**src/rtl/maxnet_n_if.sv**
```systemverilog
// Start/result bundle for maxnet_n: configuration and activations in,
// status, winner and final vector out.
interface maxnet_n_if #(
   parameter int N     = 8,
   parameter int W     = 16,
   parameter int EPS_W = 9
);
   localparam int IDX_W = (N > 1) ? $clog2(N) : 1;

   logic             start;
   logic [EPS_W-1:0] epsilon;
   logic [N*W-1:0]   a_in;
   logic             busy;
   logic             done;
   logic             winner_valid;
   logic [IDX_W-1:0] winner_idx;
   logic [W-1:0]     winner_val;
   logic [7:0]       iter_count;
   logic             timeout;
   logic [N*W-1:0]   a_out;

   modport master (
      output start, epsilon, a_in,
      input  busy, done, winner_valid, winner_idx, winner_val,
             iter_count, timeout, a_out
   );

   modport slave (
      input  start, epsilon, a_in,
      output busy, done, winner_valid, winner_idx, winner_val,
             iter_count, timeout, a_out
   );
endinterface

```
**src/rtl/maxnet_n.sv**
```systemverilog
// N-channel Maxnet winner-take-all using one shared multiply-subtract lane.
// MAXNET_ITER_LIMIT_EN: stop after MAX_ITER iterations and flag timeout.
//
// state  | meaning
// IDLE   | waiting for start; captures a_in and epsilon
// LOAD   | clears accumulator, channel counter and nonzero tally
// SUM    | accumulates S over all channels, one per cycle
// UPDATE | a[k] <= max(0, a[k] - eps*(S - a[k])), one channel per cycle
// CHECK  | bumps iteration count, decides finish or another pass
// DONE   | one-cycle done pulse with registered results
module maxnet_n #(
   parameter int N        = 8,
   parameter int W        = 16,
   parameter int EPS_W    = 9,
   parameter int EPS_FRAC = 8,
   parameter int MAX_ITER = 255
) (
   input logic       clk,
   input logic       rst,
   maxnet_n_if.slave bus
);
   localparam int IDX_W  = (N > 1) ? $clog2(N) : 1;
   localparam int S_W    = W + $clog2(N);
   localparam int PROD_W = EPS_W + S_W;
   localparam logic [IDX_W-1:0] LAST = IDX_W'(N - 1);
`ifdef MAXNET_ITER_LIMIT_EN
   localparam logic LIMIT_EN = 1'b1;
`else
   localparam logic LIMIT_EN = 1'b0;
`endif

   typedef enum logic [2:0] {IDLE, LOAD, SUM, UPDATE, CHECK, DONE} state_t;
   state_t state, state_nxt;

   logic [W-1:0]      a_reg [N];
   logic [EPS_W-1:0]  eps_reg;
   logic [S_W-1:0]    acc;
   logic [IDX_W-1:0]  cnt;
   logic [IDX_W-1:0]  last_idx;
   logic [1:0]        nz_cnt;
   logic [7:0]        iter_cnt, iter_nxt;
   logic              cnt_tc, converged, cap_hit;
   logic [W-1:0]      a_k, a_new;
   logic [S_W-1:0]    others;
   logic [PROD_W-1:0] prod, p;

   // Channel counter runs down, so terminal count is simply zero.
   assign cnt_tc    = (cnt == '0);
   assign a_k       = a_reg[cnt];
   assign others    = acc - S_W'(a_k);
   assign prod      = PROD_W'(eps_reg) * PROD_W'(others);
   assign p         = prod >> EPS_FRAC;
   assign a_new     = (p >= PROD_W'(a_k)) ? '0 : a_k - p[W-1:0];
   assign iter_nxt  = (iter_cnt == 8'hFF) ? 8'hFF : iter_cnt + 8'd1;
   assign converged = (nz_cnt <= 2'd1);
   assign cap_hit   = LIMIT_EN && (iter_nxt == 8'(MAX_ITER));

   for (genvar g = 0; g < N; g++) begin : g_aout
      assign bus.a_out[g*W +: W] = a_reg[g];
   end

   always_ff @(posedge clk) begin
      if (rst) state <= IDLE;
      else     state <= state_nxt;
   end

   always_comb begin
      state_nxt = state;
      case (state)
         IDLE:    if (bus.start) state_nxt = LOAD;
         LOAD:    state_nxt = SUM;
         SUM:     if (cnt_tc) state_nxt = UPDATE;
         UPDATE:  if (cnt_tc) state_nxt = CHECK;
         CHECK:   state_nxt = (converged || cap_hit) ? DONE : SUM;
         DONE:    state_nxt = IDLE;
         default: state_nxt = IDLE;
      endcase
   end

   always_ff @(posedge clk) begin
      if (rst) begin
         for (int i = 0; i < N; i++) a_reg[i] <= '0;
         eps_reg          <= '0;
         acc              <= '0;
         cnt              <= '0;
         last_idx         <= '0;
         nz_cnt           <= '0;
         iter_cnt         <= '0;
         bus.busy         <= 1'b0;
         bus.done         <= 1'b0;
         bus.winner_valid <= 1'b0;
         bus.winner_idx   <= '0;
         bus.winner_val   <= '0;
         bus.iter_count   <= '0;
         bus.timeout      <= 1'b0;
      end else begin
         case (state)
            IDLE: begin
               if (bus.start) begin
                  for (int i = 0; i < N; i++) a_reg[i] <= bus.a_in[i*W +: W];
                  eps_reg  <= bus.epsilon;
                  iter_cnt <= '0;
                  bus.busy <= 1'b1;
               end
            end
            LOAD: begin
               acc      <= '0;
               cnt      <= LAST;
               nz_cnt   <= '0;
               last_idx <= '0;
            end
            SUM: begin
               acc <= acc + S_W'(a_k);
               cnt <= cnt_tc ? LAST : cnt - 1'b1;
            end
            UPDATE: begin
               a_reg[cnt] <= a_new;
               if (a_new != '0) begin
                  nz_cnt   <= (nz_cnt == 2'd2) ? 2'd2 : nz_cnt + 2'd1;
                  last_idx <= cnt;
               end
               if (!cnt_tc) cnt <= cnt - 1'b1;
            end
            CHECK: begin
               iter_cnt <= iter_nxt;
               if (converged || cap_hit) begin
                  bus.done         <= 1'b1;
                  bus.busy         <= 1'b0;
                  bus.winner_valid <= (nz_cnt == 2'd1);
                  bus.winner_idx   <= (nz_cnt == 2'd1) ? last_idx : '0;
                  bus.winner_val   <= (nz_cnt == 2'd1) ? a_reg[last_idx] : '0;
                  bus.iter_count   <= iter_nxt;
                  bus.timeout      <= !converged;
               end else begin
                  // Re-arm here instead of revisiting LOAD so a pass costs 2N+1 cycles.
                  acc      <= '0;
                  cnt      <= LAST;
                  nz_cnt   <= '0;
                  last_idx <= '0;
               end
            end
            DONE: bus.done <= 1'b0;
            default: ;
         endcase
      end
   end
endmodule

```
**src/flat_wrapper.sv**
```systemverilog
// flat-port wrapper written by rule: the top's interface ports become plain ports
module maxnet_n_flat 
#(
   parameter int N        = 8,
   parameter int W        = 16,
   parameter int EPS_W    = 9,
   parameter int EPS_FRAC = 8,
   parameter int MAX_ITER = 255
)
  (clk, rst, bus_start, bus_epsilon, bus_a_in, bus_busy, bus_done, bus_winner_valid, bus_winner_idx, bus_winner_val, bus_iter_count, bus_timeout, bus_a_out);
  maxnet_n_if #(.N(N), .W(W), .EPS_W(EPS_W)) bus_i ();
  input logic clk;
  input logic rst;
  input wire logic [$bits(bus_i.start)-1:0] bus_start;
  input wire logic [$bits(bus_i.epsilon)-1:0] bus_epsilon;
  input wire logic [$bits(bus_i.a_in)-1:0] bus_a_in;
  output wire logic [$bits(bus_i.busy)-1:0] bus_busy;
  output wire logic [$bits(bus_i.done)-1:0] bus_done;
  output wire logic [$bits(bus_i.winner_valid)-1:0] bus_winner_valid;
  output wire logic [$bits(bus_i.winner_idx)-1:0] bus_winner_idx;
  output wire logic [$bits(bus_i.winner_val)-1:0] bus_winner_val;
  output wire logic [$bits(bus_i.iter_count)-1:0] bus_iter_count;
  output wire logic [$bits(bus_i.timeout)-1:0] bus_timeout;
  output wire logic [$bits(bus_i.a_out)-1:0] bus_a_out;
  assign bus_i.start = bus_start;
  assign bus_i.epsilon = bus_epsilon;
  assign bus_i.a_in = bus_a_in;
  assign bus_busy = bus_i.busy;
  assign bus_done = bus_i.done;
  assign bus_winner_valid = bus_i.winner_valid;
  assign bus_winner_idx = bus_i.winner_idx;
  assign bus_winner_val = bus_i.winner_val;
  assign bus_iter_count = bus_i.iter_count;
  assign bus_timeout = bus_i.timeout;
  assign bus_a_out = bus_i.a_out;
  maxnet_n #(.N(N), .W(W), .EPS_W(EPS_W), .EPS_FRAC(EPS_FRAC), .MAX_ITER(MAX_ITER)) u_core (.clk(clk), .rst(rst), .bus(bus_i));
endmodule
```
**config.mk**
```make
export PLATFORM = sky130hd
export DESIGN_NAME = maxnet_n_flat
export DESIGN_NICKNAME = d
export VERILOG_FILES = /design/src/rtl/maxnet_n_if.sv /design/src/rtl/maxnet_n.sv /design/src/flat_wrapper.sv
export SDC_FILE = /design/constraint.sdc
export NUM_CORES = 1
export LEC_CHECK = 0
export ABC_CLOCK_PERIOD_IN_PS = 19800
export CAP_MARGIN = 15
export CORE_UTILIZATION = 60
export DETAILED_ROUTE_END_ITERATION = 10
export MAX_ROUTING_LAYER = met4
export PLACE_DENSITY = 0.95
export SLEW_MARGIN = 30
export SYNTH_ARGS = -nofsm -noshare
export SYNTH_HDL_FRONTEND = slang
export SYNTH_SLANG_ARGS = --single-unit
export TNS_END_PERCENT = 100
```
**constraint.sdc**
```tcl
create_clock -name clk -period 19.8 [get_ports clk]
set_input_delay 2.97 -clock clk [delete_from_list [all_inputs] [get_ports clk]]
set_output_delay 2.97 -clock clk [all_outputs]
set_load 0.01 [all_outputs]
```
==> results of run 1 <==
==> kinds of logic after synthesis <==
logic type | Yosys count | share of synthesized area, %
AND/OR/NAND/NOR | 732 | 19.5
AO/OA/AOI/OAI | 452 | 15.0
buffers and inverters | 339 | 6.65
adder cells (fa/ha/maj) | 234 | 19.4
flip-flops | 212 | 27.9
multiplexers | 105 | 9.44
XOR/XNOR | 48 | 2.12
==> layout make-up <==
| type | instances | area [µm²] |
|---|---|---|
| Multi-Input combinational cell | 1571 | 13000 |
| Fill cell | 2181 | 8860 |
| Sequential cell | 212 | 5540 |
| Timing Repair Buffer | 323 | 3180 |
| Inverter | 184 | 691 |
| Clock buffer | 32 | 622 |
| Tap cell | 442 | 553 |
| Clock inverter | 6 | 62.6 |
==> per-layer routing <==
layer / GRT usage [%] / vias to the layer above
met5: - / -
met4: 27.7 / 0
met3: 7.75 / 353
met2: 67.9 / 1515
met1: 48.8 / 8838
li1: - / 7911
==> stage by stage <==
stage | utilization, % | instances | area (µm²)
5_1_grt | 72.8 | 2770 | 23700
6_report | 72.8 | 2770 | 23700
3_3_place_gp | 70.5 | 2730 | 22900
2_1_floorplan | - | 2122 | 19800
3_5_place_dp | 70.6 | 2731 | 23000
4_1_cts | 72.7 | 2769 | 23600
==> synthesized netlist by cell type, drive strengths merged, types with 17 or more instances <==
cell | instances | area (µm²)
a22oi | 29 | 218
and2 | 79 | 494
fa | 122 | 2440
nor2 | 112 | 420
a31oi | 20 | 125
clkbuf | 134 | 503
edfxtp | 128 | 3840
a21oi | 72 | 360
a22o | 18 | 158
xnor2 | 31 | 272
inv | 184 | 691
nand4 | 32 | 200
nand3b | 52 | 390
and3 | 19 | 119
xor2 | 17 | 149
o21a | 17 | 128
nand2 | 207 | 777
nand2b | 48 | 300
mux2i | 25 | 250
nand3 | 44 | 220
dfxtp | 84 | 1680
nor3 | 44 | 236
o31ai | 25 | 188
o21ai | 156 | 800
buf | 21 | 124
mux4 | 64 | 1440
ha | 112 | 1400
==> how the worst max path moves through the flow <==
stage | cells after the start | slack, ps | start | endpoint
floorplan | 44 | 9140 | flop | flop
global placement | 41 | 8080 | flop | flop
detailed placement | 40 | 7340 | flop | flop
CTS | 40 | 7250 | flop | flop
global route | 40 | 6490 | flop | flop
finish | 40 | 7360 | flop | flop
==> worst register-to-register path, delay by kind of cell (launching register included) <==
family | cells | cell delay, ps
compound gates | 15 | 3790
xor+xnor | 2 | 960
fa+ha+maj | 7 | 3170
buf+inv | 6 | 980
flops | 1 | 310
mux | 3 | 1250
simple gates | 7 | 1860
==> impl_metrics.json, run 1 <==
{
  "status": "finished clean",
  "vias_per_cell": 6.72,
  "cp_slowest_stage_delay_ps": 770,
  "cts.repair.resized": 0,
  "avgSynthCellArea_um2": 9.34,
  "wl_met1_um": 23100,
  "die_h_um": 184,
  "antenna_cells": 0,
  "synthesis.nets": 2496,
  "cts_made_buffers": 22,
  "coreArea_um2": 32500,
  "dieArea_um2": 33800,
  "dr_wl_met2_um": 33200,
  "slew_violations": 0,
  "rows": 66,
  "slew-limit-headroom_pct": 30.4,
  "dr.pass1.iters": 6,
  "worstSetupPathType": "flop to flop",
  "ys.flop_type": "edfxtp_1",
  "cp_slowest_cell": "xnor2_1",
  "grtUsageTotal_pct": 42.3,
  "layout_commonest_cell": "clkdlybuf4s50_1",
  "setup_ws_ps": 7360,
  "cp-end-kind": "flop",
  "timing.hold.ws_ps": 455,
  "finalCritPeriodShare_pct": 62.8,
  "cts.path.max_buffers": 3,
  "cts_tree": "done",
  "post_cts_buffers": 0,
  "antenna_found_initial": 0,
  "drt-total-wl_um": 69100,
  "worstHoldStart": "u_core.bus.iter_count[6]",
  "ys_seq_elements": 212,
  "die_x_um": 184,
  "root_buffer": "clkbuf_16",
  "fin_nets": 2688,
  "clock_sinks": 212,
  "finClkSkew_ps": 12.8,
  "rsz0062_at_grt": "false",
  "grt_pass1_wl_um": 105000,
  "vias": 18600,
  "synthArstFlopShare_pct": 0,
  "cts_hold_buffers": 0,
  "dr_wl_met3_um": 7590,
  "tightest_slew_ps": 1040,
  "largest_register_ffs": 128,
  "drive_gt1_share_pct": 8.12,
  "clkSlewWorstSetupHoldPaths_ps": 70,
  "crit_family": "compound AO/OA/AOI/OAI gates",
  "r2r_setup_slack_ps": 7360,
  "ant_nets": 0,
  "mostFrequentLayoutCells": "297 x clkdlybuf4s50_1, 207 x nand2_1, 184 x inv_1, 128 x edfxtp_1, 122 x fa_1",
  "drcViolationCount": 0,
  "gp_routability_congestion": 1.03,
  "clk_latency_ps": 520,
  "yosys.cell_types.count": 80,
  "cp.required_ps": 20230,
  "grt_overflow": 0,
  "maxCapViolations": 0,
  "cp_data_arrival_time_ps": 12860,
  "grt_pass1_vias": 18300,
  "synth_edf_count": 128,
  "synth_seq_area_share_pct": 27.9,
  "whs_path_depth": 2,
  "grt_max_degree": 97,
  "dp_hpwl_um": 51700,
  "setup_violations": 0,
  "hold_violations": 0,
  "synth_area_um2": 19800,
  "period_minus_slack_ps": 12440,
  "top_layer": "met4",
  "startpoint_type": "flop",
  "initial_utilization_pct": 60.9,
  "ios": 299,
  "dpl_worst_slack_ps": 7340,
  "synth_warnings": 0,
  "fmax_mhz": 80.4,
  "syn2layout_area_growth_pct": 19.5,
  "worst-path-buf-inv": 6,
  "routedWlPerCell_um": 25.0,
  "setup_tns_ps": 0,
  "crit_path_max_fanout": 32,
  "hp-class": "flop to flop",
  "cts_htree_levels": 1,
  "r2r_cells": 40,
  "drtIter0Drc": 2364,
  "synthCells": 2122,
  "port_buffers": 298,
  "hold_end": "u_core.bus.iter_count[6]"
}
Power of run 1 is left out: the tool's default activity adds up to more than one toggle a clock period on the data nets, which glitch-free logic cannot reach.
==> inputs of run 2 (changes only) <==
--- a/config.mk
+++ b/config.mk
@@ -5,12 +5,12 @@
 export SDC_FILE = /design/constraint.sdc
 export NUM_CORES = 1
 export LEC_CHECK = 0
-export ABC_CLOCK_PERIOD_IN_PS = 19800
+export ABC_CLOCK_PERIOD_IN_PS = 10360
 export CAP_MARGIN = 15
-export CORE_UTILIZATION = 60
+export CORE_UTILIZATION = 51
 export DETAILED_ROUTE_END_ITERATION = 10
 export MAX_ROUTING_LAYER = met4
-export PLACE_DENSITY = 0.95
+export PLACE_DENSITY = 0.91
 export SLEW_MARGIN = 30
 export SYNTH_ARGS = -nofsm -noshare
 export SYNTH_HDL_FRONTEND = slang
==> constraint.sdc (replaced) <==
create_clock -name clk -period 10.36 [get_ports clk]
set_input_delay 1.554 -clock clk [delete_from_list [all_inputs] [get_ports clk]]
set_output_delay 1.554 -clock clk [all_outputs]
set_load 0.01 [all_outputs]
==> run 2 against run 1 <==
Net effect: register-to-register slack worse by 7100 ps; utilization is 6.8 points lower; count of clock-buffer cells in the layout is 2 higher; cell area is 5.7% higher; highest routed layer unchanged.
==> impl_metrics.json, run 2 (same netlist as run 1, synthesis figures left out) <==
{
  "worstHoldStart": "u_core.bus.iter_count[6]",
  "slew_violations": 0,
  "r2r_end": "u_core.a_reg[1][1]",
  "cp_slowest_stage_delay_ps": 630,
  "cts.path.max_buffers": 3,
  "dpl.cell_count": 2901,
  "setup_violations": 0,
  "crit_path_max_fanout": 25,
  "grt_pass1_vias": 19000,
  "drt-total-wl_um": 70700,
  "antenna_found_initial": 0,
  "hold_violations": 0,
  "mostFrequentLayoutCells": "297 x clkdlybuf4s50_1, 206 x nand2_1, 184 x inv_1, 132 x buf_4, 128 x edfxtp_1",
  "period_minus_slack_ps": 10090,
  "layout_commonest_cell": "clkdlybuf4s50_1",
  "cts_made_buffers": 25,
  "worstSetupPathType": "flop to flop",
  "coreArea_um2": 37900,
  "maxCapViolations": 0,
  "port_buffers": 298,
  "initial_utilization_pct": 52.3,
  "hold_end": "u_core.bus.iter_count[6]",
  "tightest_slew_ps": 1030,
  "fin_util_pct": 66.0,
  "grt_max_degree": 97,
  "status": "finished clean",
  "drtIter0Drc": 2266,
  "cts_hold_buffers": 0,
  "clk_latency_ps": 550,
  "whs_path_depth": 2,
  "vias_per_cell": 6.45,
  "slew-limit-headroom_pct": 31.2,
  "cp.required_ps": 10730,
  "cp-end-kind": "flop",
  "drcViolationCount": 0,
  "syn2layout_area_growth_pct": 26.2,
  "grt_pass1_wl_um": 106000,
  "cts_htree_levels": 1,
  "dr.pass1.iters": 8,
  "grtUsageTotal_pct": 36.4,
  "dieArea_um2": 39700,
  "startpoint_type": "flop",
  "cp_slowest_cell": "or4b_2",
  "grt_overflow": 0,
  "fin_nets": 2805,
  "die_h_um": 199,
  "gp_routability_congestion": 1.04,
  "ant_nets": 0,
  "drive_gt1_share_pct": 13.9,
  "largest_register_ffs": 128,
  "finClkSkew_ps": 15.8,
  "crit_top_cell": "fa_1",
  "setup_ws_ps": 266,
  "finalCritPeriodShare_pct": 97.4,
  "root_buffer": "clkbuf_16",
  "routedWlPerCell_um": 23.9,
  "dpl_worst_slack_ps": -274,
  "die_x_um": 199,
  "fmax_mhz": 99.1,
  "clkSlewWorstSetupHoldPaths_ps": 60,
  "cp_data_arrival_time_ps": 10460,
  "clock_sinks": 212,
  "final_cells": 2961,
  "ios": 299,
  "vias": 19100,
  "r2r_setup_slack_ps": 270,
  "cts_tree": "done",
  "rows": 71,
  "hp-class": "flop to flop",
  "dp_hpwl_um": 53200,
  "r2r_cells": 36
}
==> run 2: cell count changes in the layout (fill, tap and decap cells not counted), moves of 8 or more <==
cell     previous run  this run
o21ai_1            33        51
o21ai_0           117        95
dfxtp_1            72        80
dfxtp_2            12         3
buf_4              23       132
==> run 2: per-stage QoR <==
stage	setup TNS [ps]	instance area, µm²	hold slack [ps]
3_5_place_dp	-7690	23800	464
2_1_floorplan	0	19800	449
5_1_grt	-3000	25000	489
6_report	0	25000	465
3_3_place_gp	0	23800	449
4_1_cts	-0.561	24700	473
==> run 2: worst max-delay path by stage <==
stage / start / end / slack [ps] / cells past startpoint
after CTS: flop / u_core.a_reg[1][2] / -0.6 / 42
after floorplan: flop / flop / 120 / 44
after global placement: flop / flop / 150 / 37
after global routing: u_core.a_reg[4][0] / u_core.a_reg[5][15] / -100 / 44
after detailed placement: flop / u_core.a_reg[1][2] / -270 / 42
final: flop / u_core.a_reg[1][1] / 270 / 36
==> run 2: layout make-up <==
type,instances,area (µm²)
Tap cell,511,639
Fill cell,2800,12900
Inverter,184,691
Antenna cell,1,2.50
Clock inverter,11,135
Multi-Input combinational cell,1572,13300
Sequential cell,212,5530
Clock buffer,34,669
Timing Repair Buffer,436,4080
==> run 2: what timing repair did <==
action / CTS / global route
pin swaps: 5 / 21
endpoints found under the hold margin: 0 / 0
gates cloned: 0 / 1
setup endpoints to repair: 115 / 136
setup buffers: 3 / 9
resized for setup: 14 / 64
==> run 2: layer usage <==
layer	wire [µm]	share of wire, %	track usage, %
met5	0	0	-
met1	23700	34	41.6
met3	7790	11	6.51
met2	33800	48	58.7
met4	5360	7.6	23.8
==> run 2: critical path: cells and delay by family, from the launching register on <==
| family | cells | cell delay (ps) |
|---|---|---|
| buffers and inverters | 6 | 870 |
| DFF | 1 | 460 |
| and+or+nand+nor | 7 | 1980 |
| muxes | 2 | 790 |
| adders and majority gates | 7 | 3130 |
| AOI/OAI and AO/OA | 13 | 2400 |
| xor gates and xnor gates | 1 | 260 |
Power of run 2 is left out for the same reason.
